`config.mk`:
```
export PLATFORM = sky130hd
export DESIGN_NAME = ringbuffer_drain
export DESIGN_NICKNAME = d
export VERILOG_FILES = /design/src/rtl/sniffer_pkg.sv /design/src/rtl/ringbuffer_drain.sv
export SDC_FILE = /design/constraint.sdc
export NUM_CORES = 1
export LEC_CHECK = 0
export BUFFER_PORTS_ARGS = -buffer_cell sky130_fd_sc_hd__buf_2
export CAP_MARGIN = 20
export CORE_ASPECT_RATIO = 1.4
export CORE_MARGIN = 2
export CORE_UTILIZATION = 57
export DETAILED_ROUTE_END_ITERATION = 8
export GPL_ROUTABILITY_DRIVEN = 0
export PLACE_DENSITY = 0.94
export SETUP_SLACK_MARGIN = 0.5
export SYNTH_ARGS = -nofsm -noshare
export SYNTH_HDL_FRONTEND = slang
export SYNTH_SLANG_ARGS = --single-unit
```
`constraint.sdc`:
```
create_clock -name clk -period 2.7 [get_ports clk]
set_clock_uncertainty 0.2 [all_clocks]
set_input_delay 0.27 -clock clk [delete_from_list [all_inputs] [get_ports clk]]
set_output_delay 0.27 -clock clk [all_outputs]
set_load 0.01 [all_outputs]
```
`src/rtl/sniffer_pkg.sv`:
```
// Shared types and constants for the LPC/TPM sniffer datapath.
// Holds the drain sequencer state encoding and the frame header defaults.
package sniffer_pkg;

    typedef enum logic [2:0] {
        ST_IDLE  = 3'd0,
        ST_POP   = 3'd1,
        ST_LATCH = 3'd2,
        ST_SEND  = 3'd3,
        ST_GAP   = 3'd4,
        ST_WAIT  = 3'd5
    } state_t;

    localparam logic [7:0] SYNC_DEF     = 8'hA5;
    localparam logic [7:0] SYNC_OVF_DEF = 8'h5A;
    localparam int         DROP_CNT_W   = 16;

endpackage

```
`src/rtl/ringbuffer_drain.sv`:
```
// Pops one captured word from the ring buffer and streams it to the UART as a
// header byte followed by the word bytes MSB first; also counts dropped writes.
module ringbuffer_drain
    import sniffer_pkg::*;
#(
    parameter int         DW       = 32,
    parameter logic [7:0] SYNC     = SYNC_DEF,
    parameter logic [7:0] SYNC_OVF = SYNC_OVF_DEF
) (
    input  logic                  clk,
    input  logic                  reset,
    input  logic                  enable,
    input  logic                  rb_empty,
    input  logic                  rb_overflow,
    input  logic                  rb_write_clk_enable,
    input  logic [DW-1:0]         rb_read_data,
    output logic                  rb_read_clk_enable,
    output logic [7:0]            tx_data,
    output logic                  tx_start,
    input  logic                  tx_busy,
    output logic                  busy,
    output logic [DROP_CNT_W-1:0] drop_count,
    output logic [2:0]            o_dbg_state
);

    localparam int             NB       = DW / 8;
    localparam int             IW       = $clog2(NB + 1);
    localparam logic [IW-1:0]  LAST_IDX = IW'(NB);

    state_t                  r_state;
    state_t                  w_next;
    logic [DW-1:0]           r_word;
    logic [IW-1:0]           r_idx;
    logic [7:0]              r_tx_data;
    logic                    r_drop;
    logic [DROP_CNT_W-1:0]   r_drop_cnt;
    logic                    w_drop;
    logic                    w_advance;
    logic [DW-1:0]           w_shifted;

    assign w_drop    = rb_write_clk_enable & rb_overflow;
    assign w_advance = (r_state == ST_WAIT) && !tx_busy && (r_idx != LAST_IDX);
    // Byte r_idx+1 of the frame sits at the top after shifting out r_idx bytes.
    assign w_shifted = r_word << (8 * r_idx);

    always_ff @(posedge clk or negedge reset) begin
        if (!reset) begin
            r_state <= ST_IDLE;
        end else begin
            r_state <= w_next;
        end
    end

    // UART handshake: tx_start is a one-cycle strobe issued only after tx_busy
    // has been seen low; tx_busy rises the cycle after and GAP absorbs that lag.
    always_comb begin
        w_next = r_state;
        case (r_state)
            ST_IDLE:  if (enable && !rb_empty && !tx_busy) w_next = ST_POP;
            ST_POP:   w_next = ST_LATCH;
            ST_LATCH: w_next = ST_SEND;
            ST_SEND:  w_next = ST_GAP;
            ST_GAP:   w_next = ST_WAIT;
            ST_WAIT: begin
                if (!tx_busy) begin
                    w_next = (r_idx == LAST_IDX) ? ST_IDLE : ST_SEND;
                end
            end
            default:  w_next = ST_IDLE;
        endcase
    end

    always_ff @(posedge clk or negedge reset) begin
        if (!reset) begin
            r_word    <= '0;
            r_idx     <= '0;
            r_tx_data <= 8'h00;
        end else if (r_state == ST_LATCH) begin
            r_word    <= rb_read_data;
            r_idx     <= '0;
            r_tx_data <= r_drop ? SYNC_OVF : SYNC;
        end else if (w_advance) begin
            r_idx     <= r_idx + 1'b1;
            r_tx_data <= w_shifted[DW-1 -: 8];
        end
    end

    // A drop landing on the LATCH cycle keeps the latch set for the next frame.
    always_ff @(posedge clk or negedge reset) begin
        if (!reset) begin
            r_drop     <= 1'b0;
            r_drop_cnt <= '0;
        end else begin
            if (w_drop) begin
                r_drop <= 1'b1;
            end else if (r_state == ST_LATCH) begin
                r_drop <= 1'b0;
            end
            if (w_drop && (r_drop_cnt != '1)) begin
                r_drop_cnt <= r_drop_cnt + 1'b1;
            end
        end
    end

    assign rb_read_clk_enable = (r_state == ST_POP);
    assign tx_start           = (r_state == ST_SEND);
    assign busy               = (r_state != ST_IDLE);
    assign tx_data            = r_tx_data;
    assign drop_count         = r_drop_cnt;
    assign o_dbg_state        = r_state;

endmodule

```
* After elaboration in Yosys (flattened, before gate mapping)
Index checks and enable logic that the tools add are counted.
Storage, ports and cells: register bits after elaboration 63, input bits 39, output and inout bits 30, logic and storage cells 43
Operators by class: add/sub/neg operators 2, equality and inequality tests 10, shift-type cells 1, mux-type cells 11, bitwise operators 1, reduce and logical (&&, ||, !) cells 12
Operators by type and width (number):
- $shl A32 B6 Y32 | 1
- $mux W8 | 3
- $pmux W3 S6 | 1
- $add A16 B1 Y16 const B | 1
- $ne A16 B16 Y1 const B | 1
- $mux W3 | 4
- $eq A3 B3 Y1 const B | 3
- $eq A3 B2 Y1 const B | 2
- $logic_and A1 B1 Y1 | 5
- $ne A2 B2 Y1 const B | 2
- $reduce_bool A2 Y1 | 2
- $add A3 B1 Y3 const B | 1
- $eq A3 B1 Y1 const B | 1
- $logic_not A3 Y1 | 1
- $ne A3 B3 Y1 const B | 1
- $reduce_bool A3 Y1 | 1
- $logic_not A1 Y1 | 2
- $mux W1 | 2
- $mux W2 | 1
- $reduce_and A2 Y1 | 1
- $and A1 B1 Y1 | 1

* Depth between registers and ports, before layout
depth in word-level cells 5, depth in mapped cells 7, depth with buffers taken out 6

* Worst setup path before layout
OpenSTA, ideal clock, no wires.
path type register to register, from register r_drop_cnt[0] (netlist: drop_count[0]), to register r_drop_cnt[1] (netlist: drop_count[1]), library setup time 125 ps, data arrival time 1635 ps, required time 2375 ps, slack 740 ps, stages on the path, launching flop included 6, path buffers 0, period minus slack after synthesis 1960 ps, path through dfrtp_1 > ha_1 > nand4_4 > nor4_4 > nor2_2 > mux2_4
Between the ends: longest elaborated chain between the ends 2, elaborated cells on any way between the ends 3, those cells by class 1 x add/sub; 1 x eq/ne; 1 x reduce/logical
RTL lines:
- start: declaration | RTL line ringbuffer_drain.sv:36 | logic [DROP_CNT_W-1:0] r_drop_cnt;
- start signal: assignment | RTL line ringbuffer_drain.sv:100 | r_drop_cnt <= r_drop_cnt + 1'b1;
- parallel branches: the longest is 2 deep, another holds $add A16 B1 Y16
Parallel ways; which one is timed is not known. A chain may end at the register's enable or synchronous reset.

* Worst setup path after layout
from register r_state[2] (netlist: o_dbg_state[2]), to register r_idx[1]
Between the ends: longest elaborated chain between the ends 4, elaborated cells on any way between the ends 6, those cells by class 2 x eq/ne; 1 x mux; 3 x reduce/logical
RTL lines:
- start: declaration | RTL line ringbuffer_drain.sv:30 | state_t r_state;
- start signal: assignment | RTL line ringbuffer_drain.sv:50 | r_state <= w_next;
- $eq A3 B3 Y1 | RTL line ringbuffer_drain.sv:42 | assign w_advance = (r_state == ST_WAIT) && !tx_busy && (r_idx != LAST_IDX);
- $logic_and A1 B1 Y1 (2 in series) | RTL line ringbuffer_drain.sv:42
- $reduce_bool A2 Y1 (no source line)
- end signal: assignment | RTL line ringbuffer_drain.sv:83 | r_idx <= r_idx + 1'b1;
- end: declaration | RTL line ringbuffer_drain.sv:33 | logic [IW-1:0] r_idx;
Parallel ways exist; a longest one is shown, timed or not.

==> run_results.csv <==
group,metric,value,unit
grt,grt_overflow_total,0,
power_and_ir_drop,p_switching,1.628,mW
setup_path,critPathTopFamily,"simple AND/OR/NAND/NOR gates",
floorplanning,rows,30,
sta,worstMarginPinSlew,0.7163,ns
setup_path,crit_chain,"or3b_1 > buf_4 > nand3_1 > nand2_1",
placement,dp_hpwl,4533,microns
power_and_ir_drop,pwr-share-clk,0.228,
setup_path,crit_required,2.72,ns
synthesis,syn-instance-count,296,
sta,setup_tns,0,ns
layout,drive_above_1_share,0.2604,
drt,routedWlPerCell,18.49,microns
sta,holdWs,0.1088,ns
sta,post-route-period-util,0.7452,
placement,pre_cts_ws,0.6533,ns
synthesis,synth-async-reset-ratio,1.000,
synthesis,syn_nets,338,
layout,fin_cells,471,
grt,grt_max_degree,35,
drt,viasPerCell,5.667,
setup_path,end_kind,"flip-flop",
clock_network,clk_path_buf_depth,2,
floorplanning,dieHeight,88.80,microns
power_and_ir_drop,leakagePower,1.983,nW
drt,first_pass_iters,5,
sta,rsz0062_at_grt,"no",
power_and_ir_drop,seq_power_share,0.412,
grt,grt_pass1_vias,2738,
synthesis,ys_ff_latch,63,
synthesis,yosysSeqAreaShare,0.5385,
synthesis,synthesis.area,0.002928,sq mm
setup_path,max_stage_delay,0.65,ns
grt,grt_pass1_wl,13780,microns
clock_network,cts_sinks,63,
drt,drt_iter0_markers,161,
clock_network,cts_tree,"yes",
clock_network,clk_pin_slew,0.07,ns
sta,max_freq,0.4970,GHz
setup_path,path_buf_inv,1,
floorplanning,die_area,0.005734,sq mm
power_and_ir_drop,switching_share,0.3939,
power_and_ir_drop,power.density,1054,mW/mm^2
sta,post-route-min-period,2.012,ns
sta,drv_slew,0,
setup_path,startpoint_type,"flip-flop",
power_and_ir_drop,intPower,2.506,mW
placement,placed_cells,422,
floorplanning,io_pins,69,
sta,setup_viol,0,
clock_network,cts_root_buf,"clkbuf_8",
synthesis,syn_area_per_cell,9.891,sq um
drt,via_count,2669,
power_and_ir_drop,vdd_drop_max,0.7239,mV
drt,detail-route-antenna-nets,0,
setup_path,critical-path-slowest-cell,"or3b_1",
sta,setup_ws,0.6879,ns
setup_path,critPathArrivalTime,2.04,ns
run_status,status,"finished, final reports clean",
synthesis,synth_edf_count,0,
sta,hold_viol_final,0,
power_and_ir_drop,combPwrFrac,0.359,
synthesis,yosysWarningCount,0,
grt,grt.total_usage,0.3348,
synthesis,yosysUniqueCellTypes,39,
sta,relSlewSlack,0.5225,
job,drv_cap,0,
layout,n_antenna_cell,0,
clock_network,htree_num_levels,3,
clock_network,cts-buffers-inserted,9,
setup_path,crit_fanout,22,
setup_path,path_class,"flip-flop to flip-flop",
drt,wl,8709,microns
drt,drcViolationCount,0,
floorplanning,initial_utilization,0.5954,
layout,area_growth,33.93,%
floorplanning,coreArea,0.004917,sq mm
clock_network,insertion_delay,0.34,ns
placement,portBuffers,68,
floorplanning,die_w,64.57,microns
grt,antenna_found_initial,0,
synthesis,synth_ff_type,"dfrtp_1",
layout,nets,444,
min_path,hold_class,"input pin to flip-flop",
## cell usage in the layout (no fill, tap or decap), types with 3 or more instances in the layout
cell / n
nand2_1: 105
buf_2: 68
dfrtp_1: 63
dlygate4sd3_1: 33
inv_1: 14
o21ai_0: 12
nand3_1: 10
clkbuf_8: 10
a21oi_1: 9
mux4_2: 8
xor2_1: 7
nor2_1: 6
nand4_1: 6
xnor2_1: 5
nor3_1: 4
nor3b_1: 3
nand2b_1: 3
ha_1: 3
buf_4: 3
## kinds of logic (layout without fill, tap and decap cells)
| kind of cell | count (synthesis) | in the layout | synth area share |
|---|---|---|---|
| XOR/XNOR | 12 | 12 | 0.03590 |
| buffers and inverters | 24 | 135 | 0.03162 |
| AO/OA/AOI/OAI | 26 | 26 | 0.04872 |
| multiplexers | 12 | 12 | 0.07777 |
| adder cells (fa/ha/maj) | 3 | 3 | 0.01282 |
| flip-flops | 63 | 63 | 0.5385 |
| AND/OR/NAND/NOR | 156 | 156 | 0.2547 |
## stage by stage
| stage | area, sq um | utilization | power (mW) |
|---|---|---|---|
| after floorplan | 2928 | - | 2.497 |
| after global placement | 3357 | 0.6827 | 2.870 |
| after detailed placement | 3357 | 0.6827 | 2.981 |
| after CTS | 3918 | 0.7967 | 3.987 |
| after global routing | 3921 | 0.7975 | 4.357 |
| final | 3921 | 0.7975 | 4.134 |
## cell usage after synthesis, types with 2 or more instances
master	n	area share
nand2b_1	3	0.0064
nor2b_1	2	0.0043
nand3_1	10	0.017
xnor2_1	5	0.015
mux4_2	8	0.062
a21oi_1	10	0.017
and3_1	2	0.0043
mux2_2	2	0.0077
clkbuf_1	8	0.010
dfrtp_1	63	0.54
o21ai_0	12	0.021
nand2_1	105	0.13
xor2_1	7	0.021
nor3_1	4	0.0068
and4bb_1	2	0.0085
ha_1	3	0.013
inv_1	14	0.018
nor2_1	6	0.0077
nand4_1	6	0.013
nor3b_1	3	0.0077
buf_2	2	0.0034
and2_1	2	0.0043
## sequential cells by signal, summed over array words and instances, names as in the netlist
| signal | flops |
|---|---|
| drop_count | 16 |
| r_idx | 3 |
| r_word | 32 |
| r_drop | 1 |
| o_dbg_state | 3 |
| tx_data | 8 |
## power groups by stage
stage                     Combinational [mW]  Sequential (mW)  Clock (mW)
final                                   1.49             1.70       0.944
after floorplan                        0.887             1.61           0
after CTS                               1.40             1.64       0.948
after detailed placement                1.33             1.65           0
after global routing                    1.63             1.73        1.00
after global placement                  1.26             1.61           0
## metal layers
layer  global-route usage  up-vias  share of wire
met4               0.2205        0          0.055
li1                     -     1197              -
met1               0.3747     1292           0.36
met5                    0        -              0
met3              0.07125       40          0.056
met2               0.5786      140           0.53
## path summary, 6_finish.rpt
kind / slack (ns) / end / cells after the start / start
worst max register to register: 0.69 / r_idx[1]$_DFFE_PN0P_ / 4 / o_dbg_state[2]$_DFFE_PN0P_
min in group asynchronous: 0.32 / drop_count[11]$_DFFE_PN0P_ / 2 / reset
worst min-delay path: 0.11 / o_dbg_state[0]$_DFFE_PN0P_ / 4 / rb_empty
worst max-delay path: 0.69 / r_idx[1]$_DFFE_PN0P_ / 4 / o_dbg_state[2]$_DFFE_PN0P_
max in group asynchronous: 1.35 / o_dbg_state[0]$_DFFE_PN0P_ / 3 / reset
worst min register to register: 0.28 / r_word[14]$_DFFE_PN0P_ / 2 / r_word[14]$_DFFE_PN0P_
## area by class of cell
cell class	count	area, sq um
Clock buffer	10	137.6
Clock inverter	6	92.59
Fill cell	267	996.0
Inverter	14	52.55
Multi-Input combinational cell	209	1269
Sequential cell	63	1577
Tap cell	64	80.08
Timing Repair Buffer	105	713.2
## worst reg2reg max path: cells and delay by family (launching register included)
kind	cells	cell delay, ns
buffers and inverters	1	0.33
flip-flops	1	0.50
AND/OR/NAND/NOR	3	0.87
## what timing repair did
| item | in CTS | in global routing |
|---|---|---|
| resized for setup | 0 | 1 |
| hold buffers | 33 | 0 |
| endpoints found under the hold margin | 62 | 0 |
| endpoints found under the setup margin | 0 | 7 |
| buffers inserted | 0 | 0 |
(Power assumes the default switching activity.)
